===== src/rtl/ebus_pkg.sv =====
// Shared EBUS definitions: function codes, sequencer states and request payload.
package ebus_pkg;

   localparam int unsigned FUNC_W = 3;
   localparam int unsigned DEV_W  = 7;
   localparam int unsigned DS_W   = 8;
   localparam int unsigned DATA_W = 36;

   localparam logic [FUNC_W-1:0] EBUS_CONO  = 3'd0;
   localparam logic [FUNC_W-1:0] EBUS_CONI  = 3'd1;
   localparam logic [FUNC_W-1:0] EBUS_DATAO = 3'd2;
   localparam logic [FUNC_W-1:0] EBUS_DATAI = 3'd3;

   typedef enum logic [2:0] {
      ST_IDLE,
      ST_SETUP,
      ST_DEMAND,
      ST_RELEASE,
      ST_DONE
   } ebusState_t;

   typedef struct packed {
      logic [FUNC_W-1:0] func;
      logic [DEV_W-1:0]  devNum;
      logic [DATA_W-1:0] wrData;
   } ebusReq_t;

   function automatic logic isLegal(input logic [FUNC_W-1:0] f);
      return f <= EBUS_DATAI;
   endfunction

   // CONI/DATAI return data from the device; CONO/DATAO drive it.
   function automatic logic isRead(input logic [FUNC_W-1:0] f);
      return (f == EBUS_CONI) || (f == EBUS_DATAI);
   endfunction

endpackage


===== src/rtl/ebus_timer.sv =====
// Loadable down-counter; expired is high while the count sits at zero.
module ebus_timer #(
   parameter int unsigned WIDTH = 8
) (
   input  logic             clk,
   input  logic             reset,
   input  logic             load,
   input  logic [WIDTH-1:0] loadVal,
   output logic             expired
);

   logic [WIDTH-1:0] count;

   always_ff @(posedge clk) begin
      if (reset)
         count <= '0;
      else if (load)
         count <= loadVal;
      else if (count != '0)
         count <= count - WIDTH'(1);
   end

   assign expired = (count == '0);

endmodule


===== src/rtl/ebus_io_seq.sv =====
// EBUS master sequencer for EBOX I/O instructions: select, demand, release, report.
module ebus_io_seq
   import ebus_pkg::*;
#(
   parameter int unsigned DS_SETUP = 2,
   parameter int unsigned TIMEOUT  = 64
) (
   input  logic        clk,
   input  logic        reset,
   input  logic        start,
   input  logic [2:0]  func,
   input  logic [6:0]  devNum,
   input  logic [35:0] wrData,
   input  logic        piBusy,
   output logic        busy,
   output logic        done,
   output logic        timeout,
   output logic        illegal,
   output logic [35:0] rdData,
   output logic [7:0]  ds,
   output logic        dsStrobe,
   output logic [2:0]  ebusF,
   output logic        ebusDemand,
   input  logic        ebusXfer,
   output logic        ebusDrive,
   output logic [35:0] ebusOut,
   input  logic [35:0] ebusIn
);

   localparam int unsigned CNT_MAX = (TIMEOUT > DS_SETUP) ? TIMEOUT : DS_SETUP;
   localparam int unsigned CNT_W   = $clog2(CNT_MAX) + 1;

   ebusState_t       state;
   ebusState_t       stateNext;
   ebusReq_t         req;
   ebusReq_t         reqSel;
   logic             reqCapture;
   logic             tmrLoad;
   logic [CNT_W-1:0] tmrVal;
   logic             tmrExpired;
   logic             timeoutNext;
   logic             illegalNext;
   logic             rdLatch;
   logic             rdClear;
   logic             busActive;
   logic             writeActive;

   ebus_timer #(.WIDTH(CNT_W)) uTimer (
      .clk     (clk),
      .reset   (reset),
      .load    (tmrLoad),
      .loadVal (tmrVal),
      .expired (tmrExpired)
   );

   // In IDLE the live request feeds the outputs so the first SETUP cycle is already valid.
   always_comb begin
      reqSel = req;
      if (state == ST_IDLE) begin
         reqSel.func   = func;
         reqSel.devNum = devNum;
         reqSel.wrData = wrData;
      end
   end

   always_comb begin
      stateNext   = state;
      reqCapture  = 1'b0;
      tmrLoad     = 1'b0;
      tmrVal      = '0;
      timeoutNext = 1'b0;
      illegalNext = 1'b0;
      rdLatch     = 1'b0;
      rdClear     = 1'b0;
      case (state)
         ST_IDLE: begin
            if (start) begin
               if (!isLegal(func)) begin
                  stateNext   = ST_DONE;
                  illegalNext = 1'b1;
               end else if (!piBusy) begin
                  stateNext  = ST_SETUP;
                  reqCapture = 1'b1;
                  tmrLoad    = 1'b1;
                  tmrVal     = CNT_W'(DS_SETUP - 1);
               end
            end
         end
         ST_SETUP: begin
            if (tmrExpired) begin
               stateNext = ST_DEMAND;
               tmrLoad   = 1'b1;
               tmrVal    = CNT_W'(TIMEOUT - 1);
            end
         end
         ST_DEMAND: begin
            // A transfer arriving on the expiry cycle still completes normally.
            if (ebusXfer) begin
               stateNext = ST_RELEASE;
               rdLatch   = isRead(req.func);
               tmrLoad   = 1'b1;
               tmrVal    = CNT_W'(TIMEOUT - 1);
            end else if (tmrExpired) begin
               stateNext   = ST_DONE;
               timeoutNext = 1'b1;
               rdClear     = 1'b1;
            end
         end
         ST_RELEASE: begin
            if (!ebusXfer) begin
               stateNext = ST_DONE;
            end else if (tmrExpired) begin
               stateNext   = ST_DONE;
               timeoutNext = 1'b1;
            end
         end
         ST_DONE:  stateNext = ST_IDLE;
         default:  stateNext = ST_IDLE;
      endcase
   end

   assign busActive   = (stateNext == ST_SETUP) || (stateNext == ST_DEMAND) ||
                        (stateNext == ST_RELEASE);
   assign writeActive = busActive && !isRead(reqSel.func);

   // State and all outputs registered from the next-state decode.
   always_ff @(posedge clk) begin
      if (reset) begin
         state      <= ST_IDLE;
         req        <= '0;
         busy       <= 1'b0;
         done       <= 1'b0;
         timeout    <= 1'b0;
         illegal    <= 1'b0;
         rdData     <= '0;
         ds         <= '0;
         dsStrobe   <= 1'b0;
         ebusF      <= '0;
         ebusDemand <= 1'b0;
         ebusDrive  <= 1'b0;
         ebusOut    <= '0;
      end else begin
         state      <= stateNext;
         if (reqCapture)
            req <= reqSel;
         busy       <= (stateNext != ST_IDLE);
         done       <= (stateNext == ST_DONE);
         timeout    <= timeoutNext;
         illegal    <= illegalNext;
         if (rdClear)
            rdData <= '0;
         else if (rdLatch)
            rdData <= ebusIn;
         ds         <= busActive ? {reqSel.devNum, 1'b0} : '0;
         ebusF      <= busActive ? reqSel.func : '0;
         dsStrobe   <= (stateNext == ST_SETUP);
         ebusDemand <= (stateNext == ST_DEMAND);
         ebusDrive  <= writeActive;
         ebusOut    <= writeActive ? reqSel.wrData : '0;
      end
   end

endmodule


===== config.mk =====
export PLATFORM = sky130hd
export DESIGN_NAME = ebus_io_seq
export DESIGN_NICKNAME = d
export VERILOG_FILES = /design/src/rtl/ebus_pkg.sv /design/src/rtl/ebus_timer.sv /design/src/rtl/ebus_io_seq.sv
export SDC_FILE = /design/constraint.sdc
export NUM_CORES = 1
export LEC_CHECK = 0
export ABC_AREA = 0
export CORE_MARGIN = 1.5
export CORE_UTILIZATION = 55
export CTS_BUF_LIST = sky130_fd_sc_hd__clkbuf_8
export CTS_CLUSTER_SIZE = 24
export DETAILED_ROUTE_END_ITERATION = 12
export DONT_BUFFER_PORTS = 1
export GPL_TIMING_DRIVEN = 0
export PLACE_DENSITY = 0.73
export SLEW_MARGIN = 20
export SYNTH_ARGS = -nofsm -noshare
export SYNTH_HDL_FRONTEND = slang
export SYNTH_SLANG_ARGS = --single-unit

===== constraint.sdc =====
create_clock -name clk -period 5.2 [get_ports clk]
set_clock_uncertainty 0.1 [all_clocks]
set_input_delay 1.56 -clock clk [delete_from_list [all_inputs] [get_ports clk]]
set_output_delay 1.56 -clock clk [all_outputs]
set_load 0.02 [all_outputs]

==> results.yml <==
clock_network:
  cts.root.buffer_cell: "clkbuf_8"
  cts_made_buffers: 17
  clockBufferDepth: 2
  path_clk_slew_ps: 70
  htreeDepth: 4
  tritoncts: "done"
  clkLatencyLatePin_ps: 420
  cts_sinks: 145
  post_cts_resized: 0
  hold_buffers: 0
  post_cts_buffers: 0
synthesis:
  synth.ff_latch_count: 145
  synth_compound_area_share_pct: 15.3
  synth.distinct_cells: 46
  synth_warnings: 0
  syn-num-nets: 754
  synthCells: 666
  synth_area_sq_um: 5380
  avgSynthCellArea_sq_um: 8.08
  ys.flop_type: "dfxtp_1"
  synthTopCellsByArea: "dfxtp_1 54%, nand2_1 13%, a21oi_1 13%"
  muxShareOfSynthArea_pct: 0
  synthSimpleGateAreaFrac_pct: 24.6
  synth_xor_area_share_pct: 0.326
  synth_edf_count: 0
  seq_area_frac_synth_pct: 53.9
  synth_top_family_by_area: "simple AND/OR/NAND/NOR gates"
  synth_top_area_cell: "dfxtp_1"
  yosys.area.top_type_share_pct: 53.9
  synth_fa_ha_area_share_pct: 0.233
  async_flop_share_pct: 0
power_and_ir_drop:
  peakVddDrop_mv: 0.277
  pwr-share-seq_pct: 47.8
  p_switching_uw: 737
  combPwrFrac_pct: 15.4
  cellLeakagePower_nw: 2.10
  clockPowerShare_pct: 36.8
  powerDensity_nw_per_um2: 433
  switching_share_pct: 28.5
  power.internal_mw: 1.85
critical_path:
  worst-r2r-setup-slack_ps: 2950
  critPathMaxStageDelay_ps: 340
  crit_fanout: 10
  r2r_start: "uTimer.count[0]$_SDFFE_PP0P_"
  arrival_ps: 3010
  crit_type: "input pin to flip-flop"
  r2r_end: "rdData[11]$_SDFFE_PP0P_"
  crit_path_cell_trace: "clkbuf_1, or2_2, buf_2, a21oi_1, o21ai_2, buf_6, buf_6, a21oi_1"
  cp-end-kind: "flip-flop"
  reg2regPathDepth: 8
  cp.required_ps: 5440
  worstSetupStartpointType: "input pin"
  slowest_stage: "or2_2"
  cp-startpoint: "reset"
global_routing:
  grt_max_degree: 17
  grt_pass1_wl_microns: 21100
  gr-total-overflow: 0
  grt_pass1_vias: 4472
  grtUsageTotal_pct: 26.3
  antenna_found_initial: 0
route:
  wire_per_inst_microns: 16.7
  num_vias: 4673
  wl_microns: 13800
  drc_errors: 0
  drt_iter0_drc: 252
  drt_first_pass_iters: 5
  vias_per_cell: 5.66
  ant_nets: 0
sta:
  slew_viol_final: 0
  period_minus_slack_ps: 2770
  worst_slack_ps: 2430
  fmax_ghz: 0.361
  tns_ps: 0
  relSlewSlack_pct: 58.9
  period_share_pct: 53.3
  setup_viol: 0
  final-hold-violation-count: 0
  tightest_slew_ps: 612
  rsz0062_at_grt: "false"
layout:
  areaGrowthSynthToFinish_pct: 11.0
  drive_gt1_share_pct: 8.75
  final_util_pct: 63.8
  fin_cells: 826
  final.fill_count: 832
  layout.nets: 773
  diodes: 0
run:
  cap_violations: 0
worst_hold_path:
  hp-start: "req[42]$_SDFFE_PP0P_"
  min_to: "ds[7]$_SDFF_PP0_"
  min_path_cells: 2
  hold_path_class: "flip-flop to flip-flop"
placed_design:
  pre_cts_ws_ps: 2000
  port-buffer-count: 0
  dp_cells: 795
  place_congestion: 0.890
  hpwl_microns: 9720
floorplan:
  floorplan.die.height_microns: 102
  rows: 35
  ios: 177
  initial_core_util_pct: 57.4
  dieArea_sq_um: 10400
  coreArea_sq_um: 9370
  die_w_microns: 102
status:
  status: "complete, no violations"
worst max-delay path by stage:
stage                            end  depth (start not counted)  slack (ps)
3_3_place_gp     ebusF[2]$_SDFF_PP0_                          8        1990
2_1_floorplan  ebusOut[0]$_SDFF_PP0_                          8        2320
5_1_grt        ebusOut[3]$_SDFF_PP0_                          8        2330
6_report         ebusF[2]$_SDFF_PP0_                          8        2430
3_5_place_dp     ebusF[2]$_SDFF_PP0_                          8        2000
4_1_cts          ebusF[2]$_SDFF_PP0_                          8        2440
metal layers:
layer / global-route usage, % / routed length, microns / share of wire (%)
met5: 0 / 0 / 0
met4: 10.9 / 237 / 1.7
met3: 7.80 / 1060 / 7.7
met2: 45.6 / 6800 / 49
met1: 30.3 / 5660 / 41
cell families after synthesis:
family | count (synthesis)
XOR/XNOR | 2
AO/OA/AOI/OAI | 155
other | 1
flip-flops | 145
buffers and inverters | 61
adder cells (fa/ha/maj) | 1
AND/OR/NAND/NOR | 301
cell usage after synthesis (all sizes together) (2+ instances only):
master    n
o21ai     3
nor4      4
nor3b     3
o31a      2
or3       2
buf      24
nand2   186
nand2b    5
dfxtp   145
inv       7
a21oi   137
nor3      4
nor2     13
or3b      2
or2       3
nand3    74
clkbuf   30
xnor2     2
nor2b     3
worst max-delay path: cells and delay by family:
family                 cells  cell delay, ps
buffers and inverters      4             690
AO/OA/AOI/OAI              3             410
AND/OR/NAND/NOR            1             340
power groups by stage:
stage | Clock, mW | Sequential, mW | Combinational [mW]
after detailed placement | 0 | 1.26 | 0.393
after global placement | 0 | 1.26 | 0.384
after CTS | 0.963 | 1.24 | 0.395
after floorplan | 0 | 1.25 | 0.311
final | 0.952 | 1.24 | 0.398
after global routing | 1.01 | 1.24 | 0.443
area by class of cell:
type | instances | area [sq um] | share of cell area, %
multi-input combinational | 460 | 2190 | 36.6
sequential | 145 | 2900 | 48.6
buffer | 54 | 267 | 4.46
inverter | 7 | 26.3 | 0.440
clock inverter | 13 | 185 | 3.10
tap | 129 | 161 | 2.70
clock buffer | 18 | 248 | 4.15
sequential cells by signal, indices dropped and copies added (netlist names):
register      cells
busy              1
done              1
ds                7
dsStrobe          1
ebusDemand        1
ebusDrive         1
ebusF             3
ebusOut          36
illegal           1
rdData           36
req              46
state             3
timeout           1
uTimer.count      7
cell usage in the layout (no fill, tap or decap), types with 2 or more instances in the layout:
cell type,Yosys,routed
nor3b_1,2,2
dfxtp_1,145,145
nor2_1,11,11
or2_2,2,2
nor2b_1,3,3
inv_1,7,8
nor4_1,3,3
clkbuf_8,0,18
bufinv_16,0,4
o21ai_0,2,2
nand3_1,74,74
buf_4,4,4
buf_2,15,15
nor3_1,4,4
nand2_1,186,186
or3_1,2,2
buf_6,4,4
a21oi_1,137,137
nand2b_1,5,5
inv_6,0,2
xnor2_1,2,2
clkinv_2,0,2
clkbuf_1,30,30
o31a_1,2,2
clkinv_4,0,3
through the flow:
step / power, mW / instance area (sq um) / hold WS (ps)
final: 2.58 / 5980 / 357
after CTS: 2.59 / 5980 / 357
after floorplan: 1.56 / 5380 / 334
after detailed placement: 1.65 / 5540 / 347
after global routing: 2.70 / 5980 / 368
after global placement: 1.64 / 5540 / 342
No activity file was read; power rests on OpenSTA's default activity.
